$ cat src/rtl/mc_control_hs_pkg.sv
// mc_control_hs_pkg: state encodings, opcode/funct constants, alu_op and fault codes
package mc_control_hs_pkg;
  typedef enum logic [3:0] {
    S_FETCH, S_DECODE, S_MEM_ADR, S_MEM_RD, S_MEM_WR, S_MEM_WB, S_EXEC, S_ALU_WB,
    S_BRANCH, S_ITYPE_EX, S_ITYPE_WB, S_JUMP, S_JR, S_JAL, S_FAULT_ILL, S_FAULT_TMO
  } state_t;
  localparam logic [5:0] OP_RTYPE = 6'd0, OP_J = 6'd2, OP_JAL = 6'd3, OP_BEQ = 6'd4, OP_BNE = 6'd5;
  localparam logic [5:0] OP_ADDI = 6'd8, OP_SLTI = 6'd10, OP_ANDI = 6'd12, OP_ORI = 6'd13;
  localparam logic [5:0] OP_XORI = 6'd14, OP_LUI = 6'd15, OP_LW = 6'd35, OP_SW = 6'd43;
  localparam logic [5:0] FN_JR = 6'd8;
  localparam logic [1:0] ALU_ADD = 2'd0, ALU_SUB = 2'd1, ALU_FUNCT = 2'd2, ALU_OPCODE = 2'd3;
  localparam logic [1:0] FLT_NONE = 2'd0, FLT_ILLEGAL = 2'd1, FLT_TIMEOUT = 2'd2;
  function automatic state_t decode_next(input logic [5:0] op, input logic [5:0] fn);
    case (op)
      OP_LW, OP_SW: return S_MEM_ADR;
      OP_RTYPE: return fn == FN_JR ? S_JR : S_EXEC;
      OP_BEQ, OP_BNE: return S_BRANCH;
      OP_ADDI, OP_SLTI, OP_ANDI, OP_ORI, OP_XORI, OP_LUI: return S_ITYPE_EX;
      OP_J: return S_JUMP;
      OP_JAL: return S_JAL;
      default: return S_FAULT_ILL;
    endcase
  endfunction
endpackage

$ cat src/rtl/mc_control_hs_if.sv
// mc_control_hs_if: memory request/ready handshake between controller and unified memory
interface mc_control_hs_if;
  logic mem_req;
  logic mem_ready;
  logic mem_write;
  logic i_or_d;
  modport master (output mem_req, mem_write, i_or_d, input mem_ready);
  modport slave (input mem_req, mem_write, i_or_d, output mem_ready);
endinterface

$ cat src/rtl/mc_wait_timer.sv
// mc_wait_timer: memory wait-state counter with timeout compare (MAX_WAIT = 0 waits forever)
module mc_wait_timer #(
  parameter int WAIT_W = 4,
  parameter int MAX_WAIT = 15
) (
  input  logic cclk,
  input  logic rstb,
  input  logic req,
  input  logic ready,
  output logic timeout
);
  logic [WAIT_W-1:0] cnt;
  // any cycle that is not a stalled request clears, so each memory state starts from zero
  always_ff @(posedge cclk or negedge rstb)
    if (!rstb) cnt <= '0;
    else cnt <= req && !ready ? cnt + 1'b1 : '0;
  assign timeout = MAX_WAIT != 0 && req && !ready && cnt == WAIT_W'(MAX_WAIT);
endmodule

$ cat src/rtl/mc_control_hs.sv
// mc_control_hs: multicycle MIPS control FSM with memory handshake, wait timeout and fault trap
// Define MC_CTRL_PERF_EN to build the retired-instruction and cycle counters.
module mc_control_hs
  import mc_control_hs_pkg::*;
#(
  parameter int WAIT_W = 4,
  parameter int MAX_WAIT = 15,
  parameter int CNT_W = 32
) (
  input  logic             cclk,
  input  logic             rstb,
  mc_control_hs_if.master  mem,
  input  logic [31:0]      instr,
  output logic             mem_to_reg,
  output logic [1:0]       reg_dst,
  output logic [1:0]       pc_src,
  output logic [1:0]       alu_src_a,
  output logic [1:0]       alu_src_b,
  output logic [1:0]       alu_op,
  output logic [1:0]       branch,
  output logic             ir_write,
  output logic             pc_write,
  output logic             reg_write,
  output logic             ext_op,
  output logic [1:0]       fault,
  output logic             retire,
  output logic [CNT_W-1:0] instr_cnt,
  output logic [CNT_W-1:0] cycle_cnt
);
  state_t state, nxt;
  logic run, req, wr, iod, timeout, unused_instr;
  logic [5:0] op, fn;
  assign op = instr[31:26];
  assign fn = instr[5:0];
  assign unused_instr = ^instr[25:6];
  assign mem.mem_req = req;
  assign mem.mem_write = wr;
  assign mem.i_or_d = iod;
  // run holds every output at 0 until the first edge after reset is released
  always_ff @(posedge cclk or negedge rstb)
    if (!rstb) begin
      state <= S_FETCH;
      run <= 1'b0;
    end else begin
      state <= nxt;
      run <= 1'b1;
    end
  mc_wait_timer #(.WAIT_W(WAIT_W), .MAX_WAIT(MAX_WAIT)) u_timer (
    .cclk(cclk), .rstb(rstb), .req(req), .ready(mem.mem_ready), .timeout(timeout)
  );
  always_comb begin
    nxt = state;
    if (run)
      case (state)
        S_FETCH: nxt = timeout ? S_FAULT_TMO : mem.mem_ready ? S_DECODE : S_FETCH;
        S_DECODE: nxt = decode_next(op, fn);
        S_MEM_ADR: nxt = op == OP_LW ? S_MEM_RD : S_MEM_WR;
        S_MEM_RD: nxt = timeout ? S_FAULT_TMO : mem.mem_ready ? S_MEM_WB : S_MEM_RD;
        S_MEM_WR: nxt = timeout ? S_FAULT_TMO : mem.mem_ready ? S_FETCH : S_MEM_WR;
        S_EXEC: nxt = S_ALU_WB;
        S_ITYPE_EX: nxt = S_ITYPE_WB;
        S_FAULT_ILL, S_FAULT_TMO: nxt = state;
        default: nxt = S_FETCH;
      endcase
  end
  always_comb begin
    req = 1'b0; wr = 1'b0; iod = 1'b0; mem_to_reg = 1'b0;
    reg_dst = 2'd0; pc_src = 2'd0; alu_src_a = 2'd0; alu_src_b = 2'd0;
    alu_op = ALU_ADD; branch = 2'd0; ir_write = 1'b0; pc_write = 1'b0;
    reg_write = 1'b0; ext_op = 1'b0; fault = FLT_NONE; retire = 1'b0;
    if (run)
      case (state)
        S_FETCH: begin
          req = 1'b1; alu_src_b = 2'd1;
          ir_write = mem.mem_ready; pc_write = mem.mem_ready;
        end
        S_DECODE: alu_src_b = 2'd3;
        S_MEM_ADR: begin alu_src_a = 2'd1; alu_src_b = 2'd2; ext_op = 1'b1; end
        S_MEM_RD: begin req = 1'b1; iod = 1'b1; end
        S_MEM_WR: begin req = 1'b1; wr = 1'b1; iod = 1'b1; retire = mem.mem_ready; end
        S_MEM_WB: begin mem_to_reg = 1'b1; reg_write = 1'b1; retire = 1'b1; end
        S_EXEC: begin alu_src_a = 2'd1; alu_op = ALU_FUNCT; end
        S_ALU_WB: begin reg_dst = 2'd1; reg_write = 1'b1; retire = 1'b1; end
        S_BRANCH: begin
          alu_src_a = 2'd1; alu_op = ALU_SUB; pc_src = 2'd1; retire = 1'b1;
          branch = op == OP_BNE ? 2'b10 : 2'b01;
        end
        S_ITYPE_EX: begin
          alu_src_a = 2'd1; alu_src_b = 2'd2; alu_op = ALU_OPCODE;
          ext_op = op == OP_ADDI || op == OP_SLTI;
        end
        S_ITYPE_WB: begin reg_write = 1'b1; retire = 1'b1; end
        S_JUMP: begin pc_src = 2'd2; pc_write = 1'b1; retire = 1'b1; end
        S_JR: begin pc_src = 2'd1; pc_write = 1'b1; retire = 1'b1; end
        S_JAL: begin pc_src = 2'd2; pc_write = 1'b1; reg_dst = 2'd2; reg_write = 1'b1; retire = 1'b1; end
        S_FAULT_ILL: fault = FLT_ILLEGAL;
        S_FAULT_TMO: fault = FLT_TIMEOUT;
        default: ;
      endcase
  end
`ifdef MC_CTRL_PERF_EN
  always_ff @(posedge cclk or negedge rstb)
    if (!rstb) begin
      instr_cnt <= '0;
      cycle_cnt <= '0;
    end else begin
      instr_cnt <= instr_cnt + CNT_W'(retire);
      if (state != S_FAULT_ILL && state != S_FAULT_TMO) cycle_cnt <= cycle_cnt + 1'b1;
    end
`else
  assign instr_cnt = '0;
  assign cycle_cnt = '0;
`endif
endmodule
$ cat src/flat_wrapper.sv
// flat-port wrapper written by rule: the top's interface ports become plain ports
module mc_control_hs_flat import mc_control_hs_pkg::*;
#(
  parameter int WAIT_W = 4,
  parameter int MAX_WAIT = 15,
  parameter int CNT_W = 32
)
  (cclk, rstb, instr, mem_to_reg, reg_dst, pc_src, alu_src_a, alu_src_b, alu_op, branch, ir_write, pc_write, reg_write, ext_op, fault, retire, instr_cnt, cycle_cnt, mem_mem_req, mem_mem_write, mem_i_or_d, mem_mem_ready);
  mc_control_hs_if mem_i ();
  input  logic cclk;
  input  logic rstb;
  input  logic [31:0] instr;
  output logic mem_to_reg;
  output logic [1:0] reg_dst;
  output logic [1:0] pc_src;
  output logic [1:0] alu_src_a;
  output logic [1:0] alu_src_b;
  output logic [1:0] alu_op;
  output logic [1:0] branch;
  output logic ir_write;
  output logic pc_write;
  output logic reg_write;
  output logic ext_op;
  output logic [1:0] fault;
  output logic retire;
  output logic [CNT_W-1:0] instr_cnt;
  output logic [CNT_W-1:0] cycle_cnt;
  output wire logic [$bits(mem_i.mem_req)-1:0] mem_mem_req;
  output wire logic [$bits(mem_i.mem_write)-1:0] mem_mem_write;
  output wire logic [$bits(mem_i.i_or_d)-1:0] mem_i_or_d;
  input wire logic [$bits(mem_i.mem_ready)-1:0] mem_mem_ready;
  assign mem_mem_req = mem_i.mem_req;
  assign mem_mem_write = mem_i.mem_write;
  assign mem_i_or_d = mem_i.i_or_d;
  assign mem_i.mem_ready = mem_mem_ready;
  mc_control_hs #(.WAIT_W(WAIT_W), .MAX_WAIT(MAX_WAIT), .CNT_W(CNT_W)) u_core (.cclk(cclk), .rstb(rstb), .mem(mem_i), .instr(instr), .mem_to_reg(mem_to_reg), .reg_dst(reg_dst), .pc_src(pc_src), .alu_src_a(alu_src_a), .alu_src_b(alu_src_b), .alu_op(alu_op), .branch(branch), .ir_write(ir_write), .pc_write(pc_write), .reg_write(reg_write), .ext_op(ext_op), .fault(fault), .retire(retire), .instr_cnt(instr_cnt), .cycle_cnt(cycle_cnt));
endmodule
$ cat config.mk
export PLATFORM = sky130hd
export DESIGN_NAME = mc_control_hs_flat
export DESIGN_NICKNAME = d
export VERILOG_FILES = /design/src/rtl/mc_control_hs_pkg.sv /design/src/rtl/mc_control_hs_if.sv /design/src/rtl/mc_wait_timer.sv /design/src/rtl/mc_control_hs.sv /design/src/flat_wrapper.sv
export SDC_FILE = /design/constraint.sdc
export NUM_CORES = 1
export LEC_CHECK = 0
export BUFFER_PORTS_ARGS = -buffer_cell sky130_fd_sc_hd__buf_4
export CELL_PAD_IN_SITES_DETAIL_PLACEMENT = 2
export CELL_PAD_IN_SITES_GLOBAL_PLACEMENT = 2
export CORE_ASPECT_RATIO = 1.5
export CORE_UTILIZATION = 18
export DETAILED_ROUTE_END_ITERATION = 8
export GPL_ROUTABILITY_DRIVEN = 0
export GPL_TIMING_DRIVEN = 0
export PLACE_DENSITY_LB_ADDON = 0.1
export SLEW_MARGIN = 20
export SYNTH_ARGS = -nofsm -noshare
export SYNTH_HDL_FRONTEND = slang
export SYNTH_HIERARCHICAL = 1
export SYNTH_SLANG_ARGS = --single-unit
$ cat constraint.sdc
create_clock -name cclk -period 2.7 [get_ports cclk]
set_input_delay 0.54 -clock cclk [delete_from_list [all_inputs] [get_ports cclk]]
set_output_delay 0.54 -clock cclk [all_outputs]
set_load 0.005 [all_outputs]
# Yosys cells after proc, flatten, opt, wreduce, memory -nomap -nowiden
# Cells that the tools add are included.
# op_classes
n_addsub	1
n_eq_ne	29
muxes	44
bitwise_logic	1
reduce_logical	20
# ops
op	count
$eq A6 B4 Y1 const B	7
$eq A4 B4 Y1 const B	9
$pmux W4 S8	1
$pmux W4 S6	1
$mux W4	5
$mux W2	9
$mux W1	17
$eq A4 B3 Y1 const B	4
$reduce_or A2 Y1	7
$eq A6 B2 Y1 const B	2
$eq A6 B3 Y1 const B	2
$eq A6 B6 Y1 const B	2
$pmux W2 S2	3
$pmux W2 S3	2
$mux W3	3
$eq A4 B2 Y1 const B	2
$reduce_or A4 Y1	2
$reduce_or A7 Y1	1
$logic_not A6 Y1	1
$pmux W1 S2	3
$reduce_or A3 Y1	2
$reduce_or A6 Y1	1
$add A4 B1 Y4 const B	1
$eq A4 B1 Y1 const B	1
6 further kinds	7
# totals
reg_bits	9
input_bits	35
out_inout_bits	87
wordCells	98

# Longest topological paths before layout
# logic_depth
ltp_word	8
ltp_mapped	12

# By module
# The synthesis kept the hierarchy.
# modules_own_cells
mod	n_inst	cells_per_inst	area_per_inst_um2
mc_control_hs	1	203	1328.8
mc_wait_timer	1	17	183.9

# Least setup slack after synthesis
# OpenSTA, ideal clock, no wires.
# synth_path
path_type	flip-flop to flip-flop
from	register u_core.state[1]
to	register u_core.state[2]
setup_ns	0.083
t_arrival_ns	2.491
t_required_ns	2.617
slack_ns	0.126
stages_incl_launch_ff	13
period_less_slack_ns	2.574
path_cell_list	dfrtp_1 > clkbuf_1 > nand2_1 > nor2_1 > nor2_1 > nor3b_1 > or2b_1 > nor2_1 > or2_2 > a21oi_1 > a2111oi_0 > a41oi_1 > o21ai_0
# synth_via
elab_chain_cells	8
# synth_lines
element	line_no	source
from (decl)	mc_control_hs.sv:30	state_t state, nxt;
from (signal assigned)	mc_control_hs.sv:45	state <= nxt;
$eq A4 B2 Y1, or another cell as far along	mc_control_hs.sv:72	case (state)
$reduce_or A3 Y1 (no source line) *	--	
$mux W1 *	mc_control_hs.sv:72	
$mux W1 *	mc_control_hs.sv:71	if (run)
net mem_mem_req	flat_wrapper.sv:28	output wire logic [$bits(mem_i.mem_req)-1:0] mem_mem_req;
$logic_and A1 B1 Y1 * (2 in series)	mc_wait_timer.sv:17	assign timeout = MAX_WAIT != 0 && req && !ready && cnt == WAIT_W'(MAX_WAIT);
net u_core.timeout	mc_control_hs.sv:31	logic run, req, wr, iod, timeout, unused_instr;
$mux W4, on equally long branches	mc_control_hs.sv:59, mc_control_hs.sv:55, mc_control_hs.sv:58	
$pmux W4 S8 *	mc_control_hs.sv:54	case (state)
# Mark *: on every way through the listed nets, which the timed path passes. The rest lies on a longest branch.
# A chain may end at the register's enable or synchronous reset.

# Worst setup path after layout
# layout_path
from	register u_core.state[1]
to	register u_core.state[2]
# layout_via
elab_chain_cells	8
# layout_lines
element	line_no
$eq A4 B2 Y1, or another cell as far along	mc_control_hs.sv:72
$reduce_or A3 Y1 (no source line) *	--
$mux W1 *	mc_control_hs.sv:72
$mux W1 *	mc_control_hs.sv:71
$logic_and A1 B1 Y1 * (2 in series)	mc_wait_timer.sv:17
net u_core.timeout	mc_control_hs.sv:31
$mux W4, on equally long branches	mc_control_hs.sv:59, mc_control_hs.sv:55, mc_control_hs.sv:58
$pmux W4 S8 *	mc_control_hs.sv:54
# Marks and branches as above.

==> results.md <==
- Via Count: 1,687
- Worst-path clk slew: roughly 0.04 ns
- Die span in x: 76.9 um
- Clk sinks: 9
- Number of max-cap violations: 0
- Synth warn: 6
- Critical path class: reg -> reg
- Post-synth EDFFs: 0
- Commonest non-fill, non-tap cells in the layout: buf_4, conb_1, nand2_1
- Status: completed
- Root Buffer: clkbuf_16
- Max Slew Vio Count: 0
- CP Launch Point: u_core/state[1]
- Final #Nets: 360
- Worst slew pin tran: ~0.56 ns
- Setup crit end kind: flop
- Htree depth: 1
- TNS Setup: 0 ns
- Hold Crit Class: in -> async
- Worst EP required: 2.86 ns
- FF-to-FF Start: u_core/state[1]
- Routed vias/inst: around 3.9
- Fill cells: a little over 1,000
- Peak supply drop: 0.387 mV
- Initial core utilization: 0.188
- TritonCTS clock tree: built
- F_max: roughly 400 MHz
- Critical path launch point type: flop
- Crit Path Max Fanout: 10
- Commonest non-fill, non-tap cell in the layout: buf_4
- DR pass1 iterations: 4
- Drt total wl: 5380 um
- Yosys reg bits: 9
- WL/cell: 12.6 um
- Syn avg cell area: 6.88 sq um
- Final Cycle Share: 0.934
- CP arrival: around 2.7 ns
- Period minus WS final: 2.52 ns
- Clk_skew: slightly below 0.0006 ns
- N_diodes: 0
- Synth top area cells: buf_4, dfrtp_1, nor2_1
- Worst-Skew Late Latency: 0.23 ns
- Share of cells above drive strength 1: 0.359
- P per Cell Area: 561 nW/um^2
- LEAKAGE: 1.18 nW
- Post-DP HPWL: 4580 um
- Final setup vio count: 0
- Clock Tree Buf Depth: 2
- Top_reg_cell synth: dfrtp_1
- Gate Count Post-Synth: 220
- DIE AREA: 8780 sq um
- Cell Area, Synth: 1510 sq um
- Minimum hold slack: between 0.1 and 0.15 ns
- DRT iter0 DRCs: 40
- Crit Reg-Reg Endpoint: u_core/state[2]
- Total gr overflow: 0
- Reg2Reg Depth: 11
- Gr usage total: 0.117
- Core ar.: 8060 sq um
- Setup slack, reg-to-reg: 0.18 ns
- Cell taking the most area after synthesis: buf_4
- FP Rows: 40
- Boundary Pins: roughly 120
- FFs w/ async S/R, synth: 1.00
- DR DRC count: 0
- Final Hold Viols: 0
- Number of global-route vias before repair: 1,690
- Hold Buf Count CTS: 0
- Initial antenna violation count: 0
- Area fraction of the dominant cell type after synthesis: 0.323
- Distinct cells, synth: between 40 and 50
- Largest net degree at the start of global routing: 11
- Die Y: approximately 110 um
- Port-buffer cells: 35
- RSZ-0062 raised after global routing: true
- Sequential-to-total area share from yosys stat: 0.149
- DRT antenna net count: 0
- First-pass GRT wire length: about 8200 um
- Area grow syn2layout: 49.3%
- Slew HR: 0.629
- CTS buffer count: 3
==> worst max path at each step <==
stage / cells past startpoint / end / slack (ns)
after global routing: 10 / u_core/state[2] / -0.02
after CTS: 12 / u_core/state[2] / 0.002
final: 11 / u_core/state[2] / 0.18
after global placement: 12 / u_core/state[2] / -0.76
after floorplan: 12 / u_core/state[2] / 0.13
after detailed placement: 12 / u_core/state[2] / -0.72
==> cell usage after synthesis, types with 2 or more instances <==
| library cell | n |
|---|---|
| dfrtp_1 | 9 |
| nand2_1 | 22 |
| inv_1 | 3 |
| nand2b_1 | 7 |
| nor3b_1 | 3 |
| buf_4 | 65 |
| o211ai_1 | 2 |
| clkbuf_1 | 10 |
| and2_1 | 2 |
| mux2i_1 | 2 |
| conb_1 | 2 |
| nand3b_1 | 3 |
| or2_2 | 2 |
| nand4_1 | 4 |
| o22ai_1 | 2 |
| nor2b_1 | 4 |
| a21oi_1 | 7 |
| o21ai_0 | 6 |
| o2111ai_1 | 2 |
| nor2_1 | 23 |
| nand3_1 | 11 |
| nor3_1 | 4 |
==> logic make-up (layout without fill, tap and decap cells) <==
group	Yosys count	after routing	share of synthesized area
buffers and inverters	81	120	0.368
adders and majority gates	1	1	0.00827
other	2	66	0.00496
DFF	9	9	0.149
xor gates and xnor gates	1	1	0.00579
muxes	2	2	0.0132
AOI/OAI and AO/OA	32	32	0.144
and+or+nand+nor	92	92	0.307
==> per-stage QoR <==
stage / instances / util / setup WS, ns / power [mW] / instance area, sq um
floorplan: 284 / - / 0.126 / 0.689 / 1750
global placement: 424 / 0.266 / -0.760 / 0.986 / 2150
detailed placement: 424 / 0.266 / -0.717 / 0.983 / 2150
CTS: 428 / 0.279 / 0.00155 / 1.26 / 2240
global route: 428 / 0.280 / -0.0195 / 1.37 / 2260
finish: 428 / 0.280 / 0.178 / 1.27 / 2260
==> routing by layer <==
layer	vias up	routed length (um)	GRT usage
li1	822	-	-
met1	807	1960	0.120
met2	58	3120	0.243
met3	0	295	0.0223
met4	0	0	0.0154
met5	-	0	0
==> what timing repair did <==
action,CTS,global route
setup endpoints to repair,5,2
cloned,0,0
pin swaps,1,0
resized for setup,6,6
setup buffers,1,0
==> flip-flops by register name, summed over array words and instances, names as in the netlist <==
register and cells:
u_core/u_timer/cnt 4, u_core/run 1, u_core/state 4
==> where the power goes <==
part	internal, mW	switching, mW
Sequential	0.166	0.0291
Combinational	0.332	0.481
Clock	0.197	0.0614
Total	0.695	0.572
==> critical path, cell delays in order (launching register included) <==
cell	delay (ns)
dfrtp_1	0.41
buf_4	0.19
nor2_1	0.22
nor2_1	0.13
nor3b_2	0.23
or2b_4	0.32
nor2_4	0.15
or2_2	0.13
a21oi_1	0.06
a2111oi_1	0.35
a41oi_1	0.11
o21ai_1	0.16
==> cell type report <==
cell class | instances | area [sq um] | area share
repair buffers | 36 | 270 | 0.120
well taps | 105 | 131 | 0.0582
clock buffers | 4 | 78.8 | 0.0349
multi-input cells | 194 | 996 | 0.441
flip-flops and latches | 9 | 225 | 0.0997
inverters | 4 | 15.0 | 0.00665
plain buffers | 76 | 542 | 0.240
No activity file was read; power rests on OpenSTA's default activity.
